File: config.mk
export PLATFORM = sky130hd
export DESIGN_NAME = mem_byte_responder_flat
export DESIGN_NICKNAME = d
export VERILOG_FILES = /design/src/rtl/mem_byte_responder_if.sv /design/src/rtl/mem_byte_responder.sv /design/src/flat_wrapper.sv
export SDC_FILE = /design/constraint.sdc
export NUM_CORES = 1
export LEC_CHECK = 0
export BUFFER_PORTS_ARGS = -buffer_cell sky130_fd_sc_hd__buf_2
export CORE_UTILIZATION = 50
export DETAILED_ROUTE_END_ITERATION = 16
export HOLD_SLACK_MARGIN = 0.02
export PLACE_DENSITY = 0.79
export SLEW_MARGIN = 20
export SYNTH_ARGS = -nofsm -noshare
export SYNTH_HDL_FRONTEND = slang
export SYNTH_SLANG_ARGS = --single-unit
File: constraint.sdc
create_clock -name clock -period 2.7 [get_ports clock]
set_clock_uncertainty 0.15 [all_clocks]
set_input_delay 0.135 -clock clock [delete_from_list [all_inputs] [get_ports clock]]
set_output_delay 0.135 -clock clock [all_outputs]
set_load 0.005 [all_outputs]
File: src/rtl/mem_byte_responder_if.sv
// Request/response bus between the core (master) and the byte-serial memory responder (slave).
interface mem_byte_responder_if #(
    parameter int ADDR_W = 15
);
    logic              req_valid;
    logic              req_ready;
    logic              req_we;
    logic [1:0]        req_size;
    logic [ADDR_W-1:0] req_addr;
    logic [31:0]       req_wdata;
    logic              rsp_valid;
    logic              rsp_ready;
    logic [31:0]       rsp_rdata;
    logic              rsp_err;

    modport master (
        output req_valid, req_we, req_size, req_addr, req_wdata, rsp_ready,
        input  req_ready, rsp_valid, rsp_rdata, rsp_err
    );

    modport slave (
        input  req_valid, req_we, req_size, req_addr, req_wdata, rsp_ready,
        output req_ready, rsp_valid, rsp_rdata, rsp_err
    );
endinterface

File: src/rtl/mem_byte_responder.sv
// Byte-serial memory responder: turns one byte/half/word request into little-endian
// single-byte accesses on a synchronous RAM port and returns one response per request.
module mem_byte_responder #(
    parameter int ADDR_W = 15,
    parameter int RD_LAT = 1
) (
    input  logic              clock,
    input  logic              reset_n,
    mem_byte_responder_if.slave bus,
    output logic [ADDR_W-1:0] ram_addr,
    output logic [7:0]        ram_wdata,
    output logic              ram_wren,
    input  logic [7:0]        ram_q
);
    generate
        if (RD_LAT != 1) begin : g_bad_rd_lat
            $error("mem_byte_responder: RD_LAT must be 1");
        end
    endgenerate

    typedef enum logic [1:0] {IDLE, ACC, DRAIN, RESP} state_t;

    state_t            state_reg, state_next;
    logic [1:0]        k_reg, k_next;
    logic [1:0]        last_reg;
    logic              we_reg;
    logic [ADDR_W-1:0] base_reg;
    logic [31:0]       wdata_reg;
    logic [31:0]       rdata_reg;
    logic              err_reg;

    logic [1:0]        last_req;
    logic              bad_req;

    // Index of the final byte, plus size/alignment legality of the incoming request.
    always_comb begin
        last_req = 2'd0;
        bad_req  = 1'b0;
        case (bus.req_size)
            2'd0:    last_req = 2'd0;
            2'd1:    begin last_req = 2'd1; bad_req = bus.req_addr[0];      end
            2'd2:    begin last_req = 2'd3; bad_req = |bus.req_addr[1:0];   end
            default: bad_req = 1'b1;
        endcase
    end

    always_ff @(posedge clock or negedge reset_n) begin
        if (!reset_n) begin
            state_reg <= IDLE;
            k_reg     <= 2'd0;
        end else begin
            state_reg <= state_next;
            k_reg     <= k_next;
        end
    end

    always_comb begin
        state_next    = state_reg;
        k_next        = k_reg;
        bus.req_ready = 1'b0;
        bus.rsp_valid = 1'b0;
        ram_addr      = '0;
        ram_wdata     = 8'd0;
        ram_wren      = 1'b0;
        case (state_reg)
            IDLE: begin
                bus.req_ready = 1'b1;
                if (bus.req_valid) begin
                    state_next = bad_req ? RESP : ACC;
                    k_next     = 2'd0;
                end
            end
            ACC: begin
                ram_addr = base_reg + ADDR_W'(k_reg);
                if (we_reg) begin
                    ram_wren  = 1'b1;
                    ram_wdata = wdata_reg[{k_reg, 3'b000} +: 8];
                end
                if (k_reg == last_reg) begin
                    state_next = we_reg ? RESP : DRAIN;
                end else begin
                    k_next = k_reg + 2'd1;
                end
            end
            DRAIN: state_next = RESP;
            RESP: begin
                bus.rsp_valid = 1'b1;
                if (bus.rsp_ready) begin
                    state_next = IDLE;
                end
            end
            default: state_next = IDLE;
        endcase
    end

    // Request capture and read-byte assembly; ram_q lags ram_addr by one cycle.
    always_ff @(posedge clock or negedge reset_n) begin
        if (!reset_n) begin
            last_reg  <= 2'd0;
            we_reg    <= 1'b0;
            base_reg  <= '0;
            wdata_reg <= 32'd0;
            rdata_reg <= 32'd0;
            err_reg   <= 1'b0;
        end else begin
            case (state_reg)
                IDLE: begin
                    if (bus.req_valid) begin
                        last_reg  <= last_req;
                        we_reg    <= bus.req_we;
                        base_reg  <= bus.req_addr;
                        wdata_reg <= bus.req_wdata;
                        rdata_reg <= 32'd0;
                        err_reg   <= bad_req;
                    end
                end
                ACC: begin
                    if (!we_reg && (k_reg != 2'd0)) begin
                        rdata_reg[{k_reg - 2'd1, 3'b000} +: 8] <= ram_q;
                    end
                end
                DRAIN: rdata_reg[{k_reg, 3'b000} +: 8] <= ram_q;
                default: ;
            endcase
        end
    end

    assign bus.rsp_rdata = rdata_reg;
    assign bus.rsp_err   = err_reg;
endmodule

File: src/flat_wrapper.sv
// flat-port wrapper written by rule: the top's interface ports become plain ports
module mem_byte_responder_flat 
#(
    parameter int ADDR_W = 15,
    parameter int RD_LAT = 1
)
  (clock, reset_n, ram_addr, ram_wdata, ram_wren, ram_q, bus_req_valid, bus_req_we, bus_req_size, bus_req_addr, bus_req_wdata, bus_rsp_ready, bus_req_ready, bus_rsp_valid, bus_rsp_rdata, bus_rsp_err);
  mem_byte_responder_if #(.ADDR_W(ADDR_W)) bus_i ();
  input  logic clock;
  input  logic reset_n;
  output logic [ADDR_W-1:0] ram_addr;
  output logic [7:0] ram_wdata;
  output logic ram_wren;
  input  logic [7:0] ram_q;
  input wire logic [$bits(bus_i.req_valid)-1:0] bus_req_valid;
  input wire logic [$bits(bus_i.req_we)-1:0] bus_req_we;
  input wire logic [$bits(bus_i.req_size)-1:0] bus_req_size;
  input wire logic [$bits(bus_i.req_addr)-1:0] bus_req_addr;
  input wire logic [$bits(bus_i.req_wdata)-1:0] bus_req_wdata;
  input wire logic [$bits(bus_i.rsp_ready)-1:0] bus_rsp_ready;
  output wire logic [$bits(bus_i.req_ready)-1:0] bus_req_ready;
  output wire logic [$bits(bus_i.rsp_valid)-1:0] bus_rsp_valid;
  output wire logic [$bits(bus_i.rsp_rdata)-1:0] bus_rsp_rdata;
  output wire logic [$bits(bus_i.rsp_err)-1:0] bus_rsp_err;
  assign bus_i.req_valid = bus_req_valid;
  assign bus_i.req_we = bus_req_we;
  assign bus_i.req_size = bus_req_size;
  assign bus_i.req_addr = bus_req_addr;
  assign bus_i.req_wdata = bus_req_wdata;
  assign bus_i.rsp_ready = bus_rsp_ready;
  assign bus_req_ready = bus_i.req_ready;
  assign bus_rsp_valid = bus_i.rsp_valid;
  assign bus_rsp_rdata = bus_i.rsp_rdata;
  assign bus_rsp_err = bus_i.rsp_err;
  mem_byte_responder #(.ADDR_W(ADDR_W), .RD_LAT(RD_LAT)) u_core (.clock(clock), .reset_n(reset_n), .bus(bus_i), .ram_addr(ram_addr), .ram_wdata(ram_wdata), .ram_wren(ram_wren), .ram_q(ram_q));
endmodule
# Yosys cells after proc, flatten, opt, wreduce, memory -nomap -nowiden
# Cells that the tools add are included.
[op_classes]
n_addsub = 5
n_eq_ne = 11
shifts = 5
n_mux = 23
reduce_logical = 12
[op_table]
columns = ["operator", "n"]
rows = [
  ["case mux 32 bit (3 select lines)", 1],
  ["bitwise mux 32 bit", 2],
  ["2-to-1 mux 32 bit", 2],
  ["variable shift 8 x 7 -> 32 bit, first input constant", 2],
  ["indexed part select 8 x 7 -> 32 bit", 2],
  ["indexed part select 32 x 6 -> 8 bit", 1],
  ["2-to-1 mux 8 bit", 2],
  ["adder 15 x 2 -> 15 bit", 1],
  ["2-to-1 mux 15 bit", 1],
  ["negation 5 -> 7 bit", 2],
  ["2-to-1 mux 2 bit", 6],
  ["AND reduction 3 bit", 3],
  ["case mux 2 bit (2 select lines)", 2],
  ["case mux 2 bit (4 select lines)", 1],
  ["== test 2 bit, second input constant", 3],
  ["inequality test 2 bit, second input constant", 3],
  ["2-to-1 mux 1 bit", 5],
  ["== test 2 x 1 -> 1 bit, second input constant", 2],
  ["logical NOT 2 bit", 2],
  ["inequality test 2 x 1 -> 1 bit, second input constant", 2],
  ["nonzero test 2 bit", 2],
  ["case mux 1 bit (3 select lines)", 1],
  ["nonzero test 3 bit", 1],
  ["adder 2 x 1 -> 2 bit, second input constant", 1],
  ["other kinds (6)", 6],
]
[word_totals]
register_bits = 87
out_inout_bits = 59

# Depth between registers and ports, before layout
[depth]
ltp_word = 6
depth_mapped = 8
depth_no_buf = 6

# Least setup slack after synthesis
# OpenSTA, ideal clock, no wires.
[synth_timing]
path_type = "register to register"
startpoint = "register u_core.k_reg[1]"
endpoint = "register u_core.rdata_reg[16] (netlist: u_core.bus.rsp_rdata[16])"
setup_time_ns = 0.067
arrival_time_ns = 1.916
t_required_ns = 2.483
slack_ns = 0.567
stages_incl_launch_ff = 8
period_less_slack_ns = 2.133
path_cell_list = "dfrtp_1 -> buf_2 -> inv_1 -> ha_1 -> and3b_1 -> nand2_1 -> a21oi_1 -> a22o_1"
[synth_between]
elab_chain_cells = 6
[synth_rtl]
columns = ["item", "line", "source"]
rows = [
  ["start: declaration", "mem_byte_responder.sv:24", "logic [1:0] k_reg, k_next;"],
  ["start signal: assignment", "mem_byte_responder.sv:53", "k_reg <= k_next;"],
  ["subtractor 2 x 1 -> 2 bit", "mem_byte_responder.sv:119", "rdata_reg[{k_reg - 2'd1, 3'b000} +: 8] <= ram_q;"],
  ["negation 5 -> 7 bit", "mem_byte_responder.sv:119", ""],
  ["indexed part select 8 x 7 -> 32 bit / variable shift 8 x 7 -> 32 bit (equally long branches)", "mem_byte_responder.sv:119", ""],
  ["bitwise mux 32 bit", "mem_byte_responder.sv:119", ""],
  ["2-to-1 mux 32 bit", "mem_byte_responder.sv:118", "if (!we_reg && (k_reg != 2'd0)) begin"],
  ["case mux 32 bit (3 select lines)", "mem_byte_responder.sv:106", "case (state_reg)"],
  ["end signal: indexed assignment", "mem_byte_responder.sv:119", ""],
  ["end signal: indexed assignment", "mem_byte_responder.sv:122", "DRAIN: rdata_reg[{k_reg, 3'b000} +: 8] <= ram_q;"],
  ["end: declaration", "mem_byte_responder.sv:29", "logic [31:0] rdata_reg;"],
]
# Several ways; a longest one is shown, not always the timed one. The select of a mux whose other input is x is not followed.
# A chain may end at the register's enable or synchronous reset.

# Worst setup path in the final report
[layout_timing]
startpoint = "register u_core.k_reg[1]"
endpoint = "register u_core.rdata_reg[13] (netlist: u_core.bus.rsp_rdata[13])"
# The elaborated chain is that of the path after synthesis.

==> reports/metrics.yaml <==
status: "finished, final reports clean"
diodes: 0
synth_cells: 343
synth_ff_type: "dfrtp_1"
cts_buffers: 9
cts.path.max_buffers: 2
rows: 33
wl_per_cell_um: 16.5
worst_pin_slew_ps: 794
core-area_um2: 8260
grtUsageMet1_pct: 29.8
syn_area_per_cell_um2: 12.6
post-route-min-period_ps: 2540
die_w_um: 94.8
clockRootBuffer: "clkbuf_8"
grt_pass1_wl_um: 16800
die_h_um: 94.8
synth_cell_types: 44
slew_headroom_pct: 47.1
finalSetupViolCount: 0
die_area_um2: 8990
synth_edf_count: 0
synth_async_sr_flop_share_pct: 100
syn-num-nets: 421
syn_area_um2: 4310
cts_tree: "built"
startpoint_type: "register"
vdd_drop_max_uv: 542
worst-path-max-fanout: 8
postCtsSetupBuffers: 0
ant_nets: 0
ioPinCount: 121
portBuffers: 120
start_util_pct: 52.2
critPathArrivalTime_ps: 2670
power_density_nw_per_um2: 983
cap_violations: 0
report.final.slew_viol_count: 0
mostFrequentLayoutCells: "buf_2, dfrtp_1, dlygate4sd3_1, mux2_2, a22o_1"
min_period_over_period_pct: 94.0
grt_antenna_before_repair: 0
utilization_pct: 70.7
clock_sinks: 87
power_mw: 5.74
rsz0062_at_grt: "yes"
hold_viol: 0
hold_depth: 4
dpl_cell_area_um2: 5030
hold_class: "input port to register"
grt.total_usage_pct: 24.4
syn2layout_area_growth_pct: 35.5
r2r_cells: 6
required_ps: 2830
timing.fmax_ghz: 0.394
h-tree-depth: 3
gr-total-overflow: 0
drcViolationCount: 0
ys_seq_area_share_pct: 50.5
final_area_um2: 5840
finish.net_count: 602
synth_seq_cells: 87
setup_tns_ps: 0
gp_routability_congestion: 0.854
grt_busiest_layer: "met2"
dpl.hpwl_um: 6930
grtUsageMet2_pct: 43.5
leakagePower_nw: 2.84
drt_iter0_drc: 97
clkTransAtPathRegs_ps: 100
criticalPathCategory: "register to register"
final_common_cell: "buf_2"
routed_via_density: 5.41
grt_max_degree: 47
grt_pass1_vias: 3506
clk-insertion-delay-late_ps: 350
yosys_warnings: 0
drive_gt1_share_pct: 39.5
routed_wl_um: 10500
dr_total_vias: 3428
drt_pass1_iterations: 4
end_kind: "register"
use_met3_pct: 4.75
holdWs_ps: 41.5
[per-layer routing]
metal | wire length [um] | vias to the layer above
met5 | 0 | -
met4 | 120 | 0
met3 | 568 | 12
met2 | 5290 | 112
met1 | 4500 | 1668
li1 | - | 1636
[worst max-delay path, stage by stage, from the launching register on]
cell and delay [ps]:
dfrtp_1 470, inv_1 150, ha_1 220, o21ai_0 220
nand4_1 310, a21oi_1 720, a22o_1 240
[path summary, 6_finish.rpt]
kind | from | to | slack, ps
hold / removal | bus_req_size[0] | u_core.last_reg[0] | 40
min in group asynchronous | reset_n | u_core.base_reg[7] | 150
hold reg to reg | u_core.bus.rsp_err | u_core.bus.rsp_err | 340
setup reg to reg | u_core.k_reg[1] | u_core.bus.rsp_rdata[13] | 160
setup / recovery | u_core.k_reg[1] | u_core.bus.rsp_rdata[13] | 160
max in group asynchronous | reset_n | u_core.we_reg | 1620
[repair_timing]
action                     4_1_cts  5_1_grt
hold buffers                    58        0
setup endpoints to repair        0        1
hold endpoints to repair       121        0
gates resized for setup          0        0
[report_power, final]
group,switching (mW),internal (mW),total (mW)
Sequential,0.366,1.79,2.15
Clock,0.502,0.535,1.04
Combinational,1.29,1.26,2.55
Total,2.16,3.58,5.74
[area by class of cell]
cell class,count,area [um^2]
inverters,9,41.3
clock buffers,9,124
clock inverters,7,103
repair buffers,185,1250
fillers,619,2420
flip-flops and latches,87,2180
multi-input cells,232,2010
well taps,105,131
[metrics by stage]
stage,std cells,worst slack (ps)
after floorplan,343,567
after global placement,560,385
after detailed placement,560,169
after CTS,634,131
after global routing,634,-8.59
final,634,163
[cells in the mapped netlist, types with 2 or more instances]
cell / instances / area [um^2]
and2_1: 12 / 75.1
clkbuf_1: 4 / 15.0
buf_6: 2 / 22.5
nand2_1: 14 / 52.6
nand3_1: 7 / 35.0
a21o_1: 4 / 30.0
xor2_1: 11 / 96.3
nand4_1: 7 / 43.8
a22o_1: 23 / 201
dfrtp_1: 87 / 2180
nand2b_1: 2 / 12.5
o211ai_1: 2 / 15.0
a22oi_1: 7 / 52.6
nor2b_1: 4 / 25.0
inv_1: 8 / 30.0
o22ai_1: 4 / 25.0
ha_1: 15 / 188
mux4_2: 8 / 180
o31ai_1: 3 / 22.5
o2bb2ai_1: 7 / 61.3
a21oi_1: 7 / 35.0
nor2_1: 17 / 63.8
or4_1: 3 / 22.5
mux2_2: 50 / 563
buf_2: 8 / 40.0
o21ai_0: 7 / 35.0
and4_1: 3 / 26.3
[cells by family (layout without fill, tap and decap cells)]
family	Yosys count	in the layout	share of synthesized area, %
buffers and inverters	24	210	2.85
XOR/XNOR	12	12	2.44
adder cells (fa/ha/maj)	16	16	4.82
AND/OR/NAND/NOR	73	73	9.20
multiplexers	58	58	17.2
flip-flops	87	87	50.5
AO/OA/AOI/OAI	73	73	12.9
Power figures use the tool's default switching activity.
